--- config.mk ---
export PLATFORM = sky130hd
export DESIGN_NAME = calc_operand_entry
export DESIGN_NICKNAME = d
export VERILOG_FILES = /design/src/rtl/calc_operand_entry.sv
export SDC_FILE = /design/constraint.sdc
export NUM_CORES = 1
export LEC_CHECK = 0
export ABC_AREA = 1
export CAP_MARGIN = 20
export CORE_MARGIN = 2
export CORE_UTILIZATION = 59
export DETAILED_ROUTE_END_ITERATION = 12
export PLACE_DENSITY = 0.88
export SYNTH_ARGS = -nofsm -noshare
export SYNTH_HDL_FRONTEND = slang
export SYNTH_SLANG_ARGS = --single-unit
--- constraint.sdc ---
create_clock -name CLK -period 13.3 [get_ports CLK]
set_clock_uncertainty 0.1 [all_clocks]
set_input_delay 2.66 -clock CLK [delete_from_list [all_inputs] [get_ports CLK]]
set_output_delay 2.66 -clock CLK [all_outputs]
set_load 0.05 [all_outputs]
--- src/rtl/calc_operand_entry.sv ---
// Keypad operand entry: accumulates decimal digits into SRC/DST, latches the
// operator, issues it to the ALU over valid/ready and reloads SRC from RESULT.
module calc_operand_entry #(
    parameter int W          = 16,
    parameter int MAX_DIGITS = 4,
    parameter int OPW        = 3
) (
    input  logic         CLK,
    input  logic         RESET,
    input  logic         key_valid,
    input  logic [1:0]   key_kind,
    input  logic [3:0]   key_val,
    input  logic         op_ready,
    input  logic         result_valid,
    input  logic [W-1:0] RESULT,
    output logic [W-1:0] SRC,
    output logic [W-1:0] DST,
    output logic [7:0]   ALU_OP,
    output logic         op_valid,
    output logic [W-1:0] disp_value,
    output logic         ovf,
    output logic         key_drop,
    output logic [1:0]   state
);

    function automatic logic [63:0] pow10(input int n);
        logic [63:0] p;
        p = 64'd1;
        for (int i = 0; i < n; i++) p = p * 64'd10;
        return p;
    endfunction

    localparam logic [63:0] DEC_LIMIT = pow10(MAX_DIGITS) - 64'd1;

    generate
        if (MAX_DIGITS < 1 || W > 60 || DEC_LIMIT >= (64'd1 << W)) begin : g_bad_digits
            $error("calc_operand_entry: 10^MAX_DIGITS-1 does not fit in W bits");
        end
        if (OPW < 1 || OPW > 8) begin : g_bad_opw
            $error("calc_operand_entry: OPW must be 1..8");
        end
    endgenerate

    localparam int              CW      = $clog2(MAX_DIGITS + 1);
    localparam logic [CW-1:0]   CMAX    = CW'(MAX_DIGITS);
    localparam logic [7:0]      OP_MASK = 8'((9'd1 << OPW) - 9'd1);
    localparam logic [1:0]      K_DIG = 2'd0, K_OP = 2'd1, K_EQ = 2'd2, K_CTL = 2'd3;

    typedef enum logic [1:0] {S_SRC = 2'd0, S_DST = 2'd1, S_ISSUE = 2'd2, S_WAIT = 2'd3} st_t;

    st_t           st;
    logic [CW-1:0] scnt, dcnt;
    logic          fresh;

    logic          entering, is_dst, dig_ok, is_clr, is_bksp, wr_en;
    logic [W-1:0]  cur_opd, wr_val;
    logic [CW-1:0] cur_cnt, wr_cnt;
    logic [W+3:0]  x10;

    // Shared edit path for whichever operand is being entered.
    always_comb begin
        entering = (st == S_SRC) || (st == S_DST);
        is_dst   = (st == S_DST);
        cur_opd  = is_dst ? DST : SRC;
        cur_cnt  = is_dst ? dcnt : scnt;
        dig_ok   = key_valid && key_kind == K_DIG && key_val <= 4'd9;
        is_clr   = key_valid && key_kind == K_CTL && key_val == 4'd0;
        is_bksp  = key_valid && key_kind == K_CTL && key_val == 4'd1;
        x10      = {4'b0, cur_opd} * (W+4)'(10) + (W+4)'(key_val);
        wr_en    = 1'b0;
        wr_val   = cur_opd;
        wr_cnt   = cur_cnt;
        if (entering && dig_ok && fresh) begin
            wr_en  = 1'b1;
            wr_val = W'(key_val);
            wr_cnt = CW'(1);
        end else if (entering && dig_ok && cur_cnt < CMAX) begin
            wr_en  = 1'b1;
            wr_val = x10[W-1:0];
            wr_cnt = cur_cnt + CW'(1);
        end else if (entering && is_bksp && cur_cnt != '0) begin
            wr_en  = 1'b1;
            wr_val = cur_opd / W'(10);
            wr_cnt = cur_cnt - CW'(1);
        end
    end

    always_ff @(posedge CLK or negedge RESET) begin
        if (!RESET) begin
            SRC      <= '0;
            DST      <= '0;
            ALU_OP   <= '0;
            op_valid <= 1'b0;
            ovf      <= 1'b0;
            key_drop <= 1'b0;
            scnt     <= '0;
            dcnt     <= '0;
            fresh    <= 1'b0;
            st       <= S_SRC;
        end else begin
            ovf      <= 1'b0;
            key_drop <= 1'b0;
            // Clear beats everything, including a handshake or result on the same edge.
            if (is_clr) begin
                SRC      <= '0;
                DST      <= '0;
                ALU_OP   <= '0;
                op_valid <= 1'b0;
                scnt     <= '0;
                dcnt     <= '0;
                fresh    <= 1'b0;
                st       <= S_SRC;
            end else begin
                if (wr_en) begin
                    if (is_dst) begin
                        DST  <= wr_val;
                        dcnt <= wr_cnt;
                    end else begin
                        SRC  <= wr_val;
                        scnt <= wr_cnt;
                    end
                end
                case (st)
                    S_SRC, S_DST: begin
                        if (key_valid) begin
                            case (key_kind)
                                K_DIG: begin
                                    if (key_val > 4'd9) key_drop <= 1'b1;
                                    else if (fresh)     fresh    <= 1'b0;
                                    else if (!wr_en)    ovf      <= 1'b1;
                                end
                                K_OP: begin
                                    ALU_OP <= {4'b0, key_val} & OP_MASK;
                                    if (!is_dst) begin
                                        DST   <= '0;
                                        dcnt  <= '0;
                                        fresh <= 1'b0;
                                        st    <= S_DST;
                                    end
                                end
                                K_EQ: begin
                                    if (is_dst) begin
                                        op_valid <= 1'b1;
                                        st       <= S_ISSUE;
                                    end else begin
                                        key_drop <= 1'b1;
                                    end
                                end
                                default: if (!is_bksp) key_drop <= 1'b1;
                            endcase
                        end
                    end
                    S_ISSUE: begin
                        key_drop <= key_valid;
                        if (op_valid && op_ready) begin
                            op_valid <= 1'b0;
                            st       <= S_WAIT;
                        end
                    end
                    default: begin
                        key_drop <= key_valid;
                        if (result_valid) begin
                            SRC   <= RESULT;
                            scnt  <= CMAX;
                            fresh <= 1'b1;
                            st    <= S_SRC;
                        end
                    end
                endcase
            end
        end
    end

    assign disp_value = (st == S_DST || st == S_ISSUE) ? DST : SRC;
    assign state      = st;

endmodule

==> results.py <==
metrics = {
    "cts": {
        "ctsHoldBuffers": 0,
        "cts.clk_slew.worst_paths_ns": 0.09,
        "cts_resized": 0,
        "htreeDepth": 2,
        "cts_sinks": 47,
        "cts_tree": "built",
        "clk-insertion-delay-late_ns": 0.31,
        "numCtsBuffers": 5,
        "clk_path_buf_depth": 2,
        "postCtsSetupBuffers": 0,
        "clockRootBuffer": "clkbuf_8",
    },
    "finish": {
        "drive_gt1_share_pct": 11.0,
        "utilization_pct": 71.5,
        "fill_cells": 687,
        "diodes": 0,
        "layout.nets": 917,
        "syn_to_final_growth_pct": 19.2,
    },
    "worst_hold_path": {
        "hp-class": "reg2reg",
    },
    "placement": {
        "globalplace.congestion": 0.918,
        "dpl.hpwl_um": 11700,
        "port-buffer-count": 82,
    },
    "setup_path": {
        "endpoint_kind": "flip-flop",
        "crit_required_ns": 13.40,
        "critPathArrivalTime_ns": 6.99,
        "cpMostUsedCell": "inv_1",
        "path_cells": "clkdlybuf4s50_1 > inv_1 > ha_1 > nand3_1 > nor2_1 > inv_1 > nor2_1 > inv_1 > nand2_1 > clkinv_1 > nand2_1 > nand2_1 > inv_1 > o21ai_0 > o221a_2",
        "critical_path.top_delay_family": "buffers and inverters",
        "critPathMaxStageDelay_ns": 0.73,
        "criticalPathCategory": "in2reg",
        "slowest_stage": "inv_1",
        "cp_max_fo": 22,
        "cp_num_buf_inv": 6,
        "crit_path_start_kind": "primary input",
    },
    "die": {
        "coreArea_um2": 8590,
        "num_rows": 34,
        "fp.dieH_um": 97.4,
        "start_util_pct": 59.9,
        "io_pins": 88,
        "die_x_um": 97.4,
        "die_area_um2": 9490,
    },
    "route": {
        "routed_via_density": 5.94,
        "drt-wirelength-per-cell_um": 16.3,
        "post-route-drc-count": 0,
        "routed_wl_um": 15600,
        "drtIter0Drc": 594,
        "firstDrtPassIters": 6,
        "ant_nets": 0,
        "vias": 5695,
    },
    "synth": {
        "netlist_area_um2": 5150,
        "async_flop_share_pct": 100,
        "netlist_top_cells_count": "nand2_1 (147), inv_1 (104), o21ai_0 (87)",
        "synth.most_common_cell": "nand2_1",
        "syn_inst": 779,
        "ys.flop_type": "dfrtp_1",
        "synth.top_cell.area_share_pct": 22.8,
        "ys_types": 51,
        "synth_edf_count": 0,
        "synth_area_leaders": "dfrtp_1 (23%), nand2_1 (11%), ha_1 (9.2%)",
        "synth_top_area_cell": "dfrtp_1",
        "synth_warnings": 0,
        "ys_seq_elements": 47,
        "seq_area_frac_synth_pct": 22.8,
        "avgSynthCellArea_um2": 6.61,
    },
    "grt": {
        "grt_usage_pct": 32.7,
        "grt_overflow_total": 0,
        "antenna_found_initial": 0,
        "grt_max_degree": 48,
        "grt_pass1_wl_um": 26000,
        "grt_pass1_vias": 5443,
    },
    "sta": {
        "min_period_ns": 6.89,
        "final_max_slew_viol_count": 0,
        "hold_viol": 0,
        "tns_ns": 0,
        "fmax_mhz": 145,
        "period_share_pct": 51.8,
        "rsz0062_at_grt": "no",
        "setup_viol": 0,
        "worstMarginPinSlew_ns": 0.998,
        "max-slew-margin-rel_pct": 33.5,
    },
    "status": {
        "status": "completed",
    },
    "run": {
        "max_cap_viol_count": 0,
    },
}
==> worst reg2reg max path, delay by kind of cell (launching register included) <==
family                     cells  cell delay [ns]
and+or+nand+nor               45             4.04
buffers and inverters          8             1.06
AOI/OAI and AO/OA              4             0.71
DFF                            1             0.45
adders and majority gates      1             0.14
==> cells by family (layout without fill, tap and decap cells) <==
logic type      count (synthesis)  after routing  synth area share (%)
compound gates                207            207                  23.7
xor+xnor                       13             13                  2.21
simple gates                  321            321                  29.4
buf+inv                       150            218                  11.7
flops                          47             47                  22.8
other cells                     1              5                0.0728
fa+ha+maj                      40             40                  10.0
==> layout by cell type (no fill, tap or decap), types with 2 or more instances in the layout <==
master,count
nand2_1,147
inv_1,104
o21ai_0,87
clkdlybuf4s50_1,81
a21oi_1,62
nor2_1,55
nand3_1,53
dfrtp_1,47
ha_1,38
nand2_2,22
inv_2,14
o21ai_1,12
nand2_4,11
o221a_2,9
or2_2,7
xor2_1,7
nand3_2,7
a211oi_1,7
xnor2_1,6
nand4_1,6
clkbuf_8,6
o21ai_2,5
clkinv_1,5
conb_1,5
nor3_1,4
o21bai_1,3
and2_1,3
o221ai_1,3
o2111ai_1,3
buf_4,3
a221oi_1,2
a21oi_4,2
a31oi_1,2
o211ai_1,2
fa_1,2
==> final timing paths <==
kind | slack, ns | cells past startpoint | end | startpoint
max in group asynchronous | 10.50 | 2 | SRC[9] | RESET
hold / removal | 0.39 | 1 | ovf | fresh
setup reg to reg | 6.69 | 58 | DST[0] | state[1]
setup / recovery | 6.41 | 15 | SRC[6] | key_kind[0]
hold reg to reg | 0.39 | 1 | ovf | fresh
min in group asynchronous | 2.11 | 1 | key_drop | RESET
==> area by class of cell <==
type	instances	area [µm²]	area share [%]
well taps	108	135	2.20
clock buffers	6	82.6	1.34
multi-input cells	586	3390	55.1
clock inverters	2	35.0	0.570
flip-flops and latches	47	1180	19.2
repair buffers	86	858	14.0
inverters	124	468	7.62
==> through the flow <==
stage	setup slack, ns	std cells	hold WS, ns	instance area [µm²]
2_1_floorplan	7.78	783	0.337	5170
5_1_grt	6.00	959	0.408	6140
4_1_cts	6.56	958	0.385	6120
6_report	6.41	959	0.392	6140
3_3_place_gp	6.49	950	0.367	6000
3_5_place_dp	6.25	950	0.370	6000
==> per-layer routing <==
layer  track usage (%)  part of all wire [%]
met1              43.9                    41
met2              55.6                    49
met3              4.96                   8.4
met4              8.12                   1.7
met5                 0                     0
==> flip-flops by register name, indices dropped and copies added (netlist names) <==
signal,flops
ALU_OP,3
DST,16
state,2
ovf,1
dcnt,3
op_valid,1
SRC,16
scnt,3
fresh,1
key_drop,1
Power is not shown: default switching activity piles up to over one toggle a cycle in this logic, so the estimate is an artifact.
